$ cat src/rtl/trap_return_ctrl.sv
// Machine-mode trap entry / MRET return sequencer with the mstatus/mepc/mcause/mtvec
// state it owns and a held redirect handshake towards fetch.
module trap_return_ctrl #(
    parameter logic [31:0] MTVEC_RST = 32'h0000_0100
) (
    input  logic        clk,
    input  logic        rst_n,
    input  logic        trap_req,
    input  logic [31:0] trap_cause,
    input  logic [31:0] trap_pc,
    input  logic        mret_pulse,
    input  logic        csr_we,
    input  logic [1:0]  csr_sel,
    input  logic [31:0] csr_wdata,
    input  logic        redirect_ready,
    output logic        trap_ack,
    output logic        redirect_valid,
    output logic [31:0] redirect_pc,
    output logic        flush,
    output logic        busy,
    output logic [1:0]  cur_priv,
    output logic        mie,
    output logic        mpie,
    output logic [1:0]  mpp,
    output logic [31:0] mepc,
    output logic [31:0] mcause,
    output logic [31:0] mtvec
);

    localparam int unsigned XLEN      = 32;
    localparam int unsigned CODE_W    = 5;
    localparam int unsigned PAD_W     = XLEN - CODE_W - 2;

    localparam logic [1:0] PRIV_M     = 2'b11;
    localparam logic [1:0] PRIV_U     = 2'b00;

    localparam logic [1:0] SEL_MSTATUS = 2'b00;
    localparam logic [1:0] SEL_MEPC    = 2'b01;
    localparam logic [1:0] SEL_MTVEC   = 2'b10;

    localparam logic [1:0] MODE_VECTORED = 2'b01;

    typedef enum logic [1:0] {
        IDLE         = 2'b00,
        TRAP_SAVE    = 2'b01,
        MRET_RESTORE = 2'b10,
        REDIRECT     = 2'b11
    } state_t;

    state_t state;
    state_t state_d;

    logic            trap_take_c;
    logic            mret_take_c;
    logic            csr_take_c;
    logic            vectored_c;
    logic [XLEN-1:0] trap_base_c;
    logic [XLEN-1:0] trap_off_c;
    logic [XLEN-1:0] trap_target_c;
    logic [XLEN-1:0] mtvec_wval_c;

    // Only M and U exist, so any other encoding collapses to U.
    function automatic logic [1:0] legal_priv(input logic [1:0] v);
        return (v == PRIV_M) ? PRIV_M : PRIV_U;
    endfunction

    // Acceptance decisions: trap beats MRET, and either one suppresses a CSR write.
    always_comb begin
        trap_take_c = 1'b0;
        mret_take_c = 1'b0;
        csr_take_c  = 1'b0;
        if (state == IDLE) begin
            trap_take_c = trap_req;
            mret_take_c = !trap_req && mret_pulse && (cur_priv == PRIV_M);
            csr_take_c  = csr_we && !trap_take_c && !mret_take_c;
        end
    end

    // Trap target: direct base, or base + 4*code for vectored interrupts (wraps mod 2^32).
    always_comb begin
        trap_base_c   = {mtvec[XLEN-1:2], 2'b00};
        trap_off_c    = {PAD_W'(0), trap_cause[CODE_W-1:0], 2'b00};
        vectored_c    = (mtvec[1:0] == MODE_VECTORED) && trap_cause[XLEN-1];
        trap_target_c = vectored_c ? XLEN'(trap_base_c + trap_off_c) : trap_base_c;
    end

    // Reserved mtvec modes 10/11 fall back to direct mode.
    always_comb begin
        mtvec_wval_c = csr_wdata;
        if (csr_wdata[1]) begin
            mtvec_wval_c[1:0] = 2'b00;
        end
    end

    always_comb begin
        state_d = state;
        case (state)
            IDLE: begin
                if (trap_take_c) begin
                    state_d = TRAP_SAVE;
                end else if (mret_take_c) begin
                    state_d = MRET_RESTORE;
                end
            end
            TRAP_SAVE:    state_d = REDIRECT;
            MRET_RESTORE: state_d = REDIRECT;
            REDIRECT: begin
                if (redirect_ready) begin
                    state_d = IDLE;
                end
            end
            default:      state_d = IDLE;
        endcase
    end

    // State, registered handshake outputs and CSR state.
    always_ff @(posedge clk or negedge rst_n) begin
        if (!rst_n) begin
            state          <= IDLE;
            trap_ack       <= 1'b0;
            redirect_valid <= 1'b0;
            flush          <= 1'b0;
            busy           <= 1'b0;
            redirect_pc    <= '0;
            cur_priv       <= PRIV_M;
            mie            <= 1'b0;
            mpie           <= 1'b0;
            mpp            <= PRIV_M;
            mepc           <= '0;
            mcause         <= '0;
            mtvec          <= MTVEC_RST;
        end else begin
            state          <= state_d;
            trap_ack       <= (state_d == TRAP_SAVE);
            redirect_valid <= (state_d == REDIRECT);
            flush          <= (state_d == REDIRECT);
            busy           <= (state_d != IDLE);

            case (state)
                IDLE: begin
                    if (csr_take_c) begin
                        case (csr_sel)
                            SEL_MSTATUS: begin
                                mie  <= csr_wdata[3];
                                mpie <= csr_wdata[7];
                                mpp  <= legal_priv(csr_wdata[12:11]);
                            end
                            SEL_MEPC:  mepc  <= {csr_wdata[XLEN-1:2], 2'b00};
                            SEL_MTVEC: mtvec <= mtvec_wval_c;
                            default: ;
                        endcase
                    end
                end
                TRAP_SAVE: begin
                    mepc        <= {trap_pc[XLEN-1:2], 2'b00};
                    mcause      <= trap_cause;
                    mpie        <= mie;
                    mie         <= 1'b0;
                    mpp         <= cur_priv;
                    cur_priv    <= PRIV_M;
                    redirect_pc <= trap_target_c;
                end
                MRET_RESTORE: begin
                    cur_priv    <= mpp;
                    mie         <= mpie;
                    mpie        <= 1'b1;
                    mpp         <= PRIV_U;
                    redirect_pc <= mepc;
                end
                default: ;
            endcase
        end
    end

    logic unused_c;
    assign unused_c = ^{trap_cause[XLEN-2:CODE_W], trap_pc[1:0]};

endmodule

$ cat config.mk
export PLATFORM = sky130hd
export DESIGN_NAME = trap_return_ctrl
export DESIGN_NICKNAME = d
export VERILOG_FILES = /design/src/rtl/trap_return_ctrl.sv
export SDC_FILE = /design/constraint.sdc
export NUM_CORES = 1
export LEC_CHECK = 0
export ABC_AREA = 1
export CORE_ASPECT_RATIO = 0.6
export CORE_MARGIN = 2
export CORE_UTILIZATION = 46
export DETAILED_ROUTE_END_ITERATION = 8
export PLACE_DENSITY = 0.83
export SLEW_MARGIN = 5
export SYNTH_ARGS = -nofsm -noshare
export SYNTH_HDL_FRONTEND = slang
export SYNTH_SLANG_ARGS = --single-unit
$ cat constraint.sdc
create_clock -name clk -period 2.6 [get_ports clk]
set_clock_uncertainty 0.05 [all_clocks]
set_input_delay 0.52 -clock clk [delete_from_list [all_inputs] [get_ports clk]]
set_output_delay 0.52 -clock clk [all_outputs]
set_load 0.02 [all_outputs]
=== Word level (Yosys, flattened, before mapping) ===
Cells that the tools add are included.

* Register bits after elaboration: 139
* Input bits: 104
* Word-level logic and storage cells: 67

* Multiplexer cells: 24
* Reductions and logical operators: 17
* Eq/ne operators: 13
* Add/sub/neg operators: 1

{| class="wikitable"
|+ Operator list
! cell !! number
|-
| 32-bit one-hot mux with 2 select lines || 2
|-
| 32-bit two-way mux || 3
|-
| 32-bit by 7-bit adder with 32-bit output || 1
|-
| 2-bit == test (second input constant) || 6
|-
| 2-bit two-way mux || 6
|-
| 2-bit one-hot mux with 3 select lines || 2
|-
| 3-bit AND reduction || 3
|-
| 2-bit by 1-bit == test with 1-bit output (second input constant) || 4
|-
| 1-bit two-way mux || 8
|-
| 1-bit one-hot mux with 3 select lines || 2
|-
| 2-bit nonzero test || 3
|-
| 1-bit logical AND || 5
|-
| 2-bit logical NOT || 2
|-
| 2-bit by 1-bit != test with 1-bit output (second input constant) || 2
|-
| 2-bit one-hot mux with 2 select lines || 1
|-
| 3-bit nonzero test || 1
|-
| 1-bit logical NOT || 2
|-
| 2-bit != test (second input constant) || 1
|-
| 2-bit OR reduction || 1
|}

=== Logic depth before layout (Yosys ltp) ===
* Depth in word-level cells: 8
* Mapped depth: 13

=== Worst setup path after synthesis ===
No wires, ideal clock.

* Path kind: input port to flip-flop
* From: input trap_cause[0]
* To: register redirect_pc[26]
* Required time: 2.433 ns
* Arrival: 1.845 ns
* Setup time: 0.117 ns
* Slack: 0.588 ns
* Stages: 13
* Cell sequence: ha_1 > fa_1 > nand2_1 > nand2_1 > and2_1 > nand3_1 > nand2_1 > nand3_1 > nand2_1 > nand2_1 > nand2_1 > nand2_1 > nand2_1

* Word-level cells in the longest chain between the ends: 3

{| class="wikitable"
|+ Ends and longest elaborated chain
! what !! RTL line !! source
|-
| start: declaration || 9 || <nowiki>input logic [31:0] trap_cause,</nowiki>
|-
| 32-bit by 7-bit adder with 32-bit output || 84 || <nowiki>trap_target_c = vectored_c ? XLEN'(trap_base_c + trap_off_c) : trap_base_c;</nowiki>
|-
| 32-bit two-way mux || 84 ||
|-
| 32-bit one-hot mux with 2 select lines || 139 || <nowiki>case (state)</nowiki>
|-
| end signal: assignment || 161 || <nowiki>redirect_pc <= trap_target_c;</nowiki>
|-
| end signal: assignment || 168 || <nowiki>redirect_pc <= mepc;</nowiki>
|-
| end: declaration || 18 || <nowiki>output logic [31:0] redirect_pc,</nowiki>
|}

No other way between the ends.
A chain may end at the register's enable or synchronous reset.

=== Worst setup path in the final report ===
* From: register state[0]
* To: register redirect_pc[6]

* Word-level cells in the longest chain between the ends: 2

{| class="wikitable"
|+ Ends and longest elaborated chain
! what !! RTL line !! source
|-
| start: declaration || 50 || <nowiki>state_t state;</nowiki>
|-
| start signal: assignment || 133 || <nowiki>state <= state_d;</nowiki>
|-
| 2-bit == test / 2-bit by 1-bit == test with 1-bit output (equally long branches) || 139 ||
|-
| 32-bit one-hot mux with 2 select lines / 2-bit nonzero test (equally long branches) || n/a ||
|}

Parallel ways exist; a longest one is shown, timed or not.

==> summary.md <==
| Metric | Value |
|---|---|
| Hold depth | 2 |
| WP buf/inv | 4 |
| Hold_buf cts | 1 |
| Status | finished clean |
| Switch Pwr | 6.212 mW |
| Die height | 98.87 µm |
| Rows | 34 |
| Synth Warn # | 0 |
| Largest net degree at the start of global routing | 66 |
| Final Hold Viols | 0 |
| Share of cells above drive strength 1 | 10.94% |
| Synth Flop Type | dfrtp_1 |
| Commonest non-fill, non-tap cell in the layout | nand2_1 |
| CP dominant cell by count | inv_1 |
| Design area | 0.01013 mm² |
| Post-synthesis sequential area ratio | 48.69% |
| WL per Instance | 16.99 µm |
| PwrDens | 1398 mW/mm² |
| Clk buf depth | 2 |
| Post-CTS Repair Setup Buffers | 0 |
| Ys async rst share | 100.0% |
| Final net count | 1,190 |
| Sw Ratio | 43.89% |
| Post-Syn Area per Cell | 8.284 µm² |
| Initial core utilization | 47.29% |
| Ports | 242 |
| Crit path launch type | flip-flop |
| P_int | 7.943 mW |
| Crit Reg-Reg Startpoint | state[0] |
| RSZ-0062 raised after global routing | no |
| CP Data Arrival Time | 2.61 ns |
| Most frequent cells in the layout | nand2_1, clkdlybuf4s50_1, dfrtp_1 |
| 1st-iter DRT viols | 493 |
| Register area | 0.003359 mm² |
| WS Path Type | reg2reg |
| CP required | 2.88 ns |
| Total routed wirelength | 21,850 µm |
| Max incr delay on CP | 0.50 ns |
| Post-DRT Antenna Nets | 0 |
| Hold Crit Start | redirect_pc[22] |
| Die W | 162.1 µm |
| CTS root buf | clkbuf_16 |
| Leading area contributor after synthesis | dfrtp_1 |
| Hold Path End | redirect_pc[22] |
| Die ar. | 0.01603 mm² |
| Post-synth EDFFs | 0 |
| Post-CTS Resized | 0 |
| Vias in the first global route | 6,771 |
| Top Family by Delay on Critical Path | buffers and inverters |
| Total congestion overflow | 0 |
| 1st-pass router iterations | 5 |
| TritonCTS clock tree | built |
| Comb power frac | 55.8% |
| Share of the synthesized area in the top cell type | 46.78% |
| Cells along the critical path | inv_1 > ha_1 > clkinv_1 > nor2_2 > buf_4 > inv_1 > a21oi_1 > o21ai_0 > o211ai_1 |
| Setup TNS | 0 ns |
| Reg2Reg Setup Slack | 0.26 ns |
| Vias per Instance | 5.096 |
| Final Max Tran Viols | 0 |
| DRC | 0 |
| Gr usage total | 28.33% |
| Clk network pwr share | 16.1% |
| Final min period | 2.335 ns |
| R2R depth | 9 |
| Slowest-stage cell, CP | ha_1 |
| Multi-input gate area | 0.002979 mm² |
| Netlist cell types | 35 |
| Post-synthesis register bit count | 134 |
| DR vias | 6,554 |
| Fmax | 0.4282 GHz |
| Synth area leaders | dfrtp_1, nand2_1, mux2_2 |
| First-pass GRT wire length | 35,460 µm |
| Total Power | 14.16 mW |
| Filler instances | 1,182 |
| Worst VDD drop | 682.0 µV |
| Sink Count | 134 |
| Inserted Clock Buffers | 17 |
| Max Cap Violations | 0 |
| Placement Cell Area | 0.009563 mm² |
| RePlAce Congestion | 0.9308 |
| Leakage | 4.613 nW |
| Clock latency on the worst-skew pair | 0.41 ns |
| Mapped Cells | 833 |
| Worst-path clk slew | 0.07 ns |
| Hold Path Class | reg2reg |
| Synthesized area | 0.006900 mm² |
| H-tree depth | 4 |
| Layout area overhead | 46.78% |
| Critical Path End Type | flip-flop |
| Placeable Area | 0.01459 mm² |
| ANT cells | 0 |
| Antenna violations before repair | 0 |
| Reg2reg end | redirect_pc[6] |
| CP Max Fanout | 7 |
| Tcrit/Tclk final | 89.82% |
| Port Buf Inserts | 234 |
| Part of the power in registers | 28.1% |
| Hpwl dp | 16,260 µm |
| Endpoints failing setup | 0 |
-- worst max path at each step --
stage          cells after the start  slack, ns              end           from
6_report                           9       0.26   redirect_pc[6]       state[0]
5_1_grt                            9       0.08   redirect_pc[5]       state[0]
4_1_cts                            9       0.28   redirect_pc[5]       state[0]
3_5_place_dp                      14      -0.12  redirect_pc[26]  trap_cause[0]
3_3_place_gp                      13      -0.12  redirect_pc[28]  trap_cause[0]
2_1_floorplan                     13       0.59  redirect_pc[26]  trap_cause[0]
-- registers in the layout, summed over array words and instances (netlist names) --
name,count
trap_ack,1
mpie,1
mtvec,31
cur_priv,2
redirect_pc,30
mepc,30
mcause,32
busy,1
mpp,2
mie,1
flush,1
state,2
-- cell usage after synthesis (2+ instances only) --
cell type,instances
o221ai_1,4
a22oi_1,3
nand2_1,237
inv_2,2
o21ai_2,4
nand3b_1,4
nand3_1,42
o21bai_1,2
buf_1,4
nor3_1,4
ha_1,10
o211ai_1,6
a21oi_1,32
buf_4,6
dfstp_2,5
dfrtp_1,129
inv_1,107
mux2_2,49
a31oi_1,2
buf_2,12
xor2_1,4
o21ai_0,79
nand2_2,2
nor2_1,39
and2_1,2
o21ai_1,15
clkbuf_1,15
nand4_1,6
-- per-layer routing --
layer	up-vias	global-route usage, %	wire length (µm)
met5	-	0	0
met4	0	5.378	214
met3	26	9.091	2333
met2	284	45.07	9652
met1	3074	38.55	9649
li1	3170	-	-
-- stage by stage --
step	std cells	hold slack (ns)	utilization, %	setup WS, ns
floorplan	837	0.1744	-	0.5881
global placement	1253	0.4058	65.54	-0.1157
detailed placement	1253	0.4112	65.54	-0.1209
CTS	1286	0.4349	69.41	0.2847
global route	1286	0.4515	69.41	0.07520
finish	1286	0.4333	69.41	0.2647
-- final cells by class --
cell class | count | area share (%)
flip-flops and latches | 134 | 33.17
multi-input cells | 556 | 29.41
clock buffers | 18 | 4.237
repair buffers | 256 | 25.41
clock inverters | 14 | 1.248
inverters | 110 | 4.077
well taps | 198 | 2.446
-- cells by family after synthesis --
logic type | synth area share [%]
simple gates | 20.09
compound gates | 12.02
buf+inv | 8.540
flops | 48.69
mux | 7.996
fa+ha+maj | 2.103
xor+xnor | 0.5077
other cells | 0.05434
-- worst reg2reg max path, delay by kind of cell, from the launching register on --
kind,cells,cell delay (ns)
AOI/OAI and AO/OA,3,0.37
and+or+nand+nor,1,0.16
buffers and inverters,4,0.69
adders and majority gates,1,0.50
DFF,1,0.47
-- power by group through the flow --
| stage | clock network [mW] | logic (mW) | registers, mW |
|---|---|---|---|
| finish | 2.29 | 7.89 | 3.98 |
| global placement | 0 | 7.68 | 3.93 |
| floorplan | 0 | 3.27 | 5.00 |
| detailed placement | 0 | 7.85 | 3.98 |
| global route | 2.42 | 8.61 | 4.11 |
| CTS | 2.32 | 7.92 | 3.96 |
Note: power is estimated with default switching activity, not from simulation.
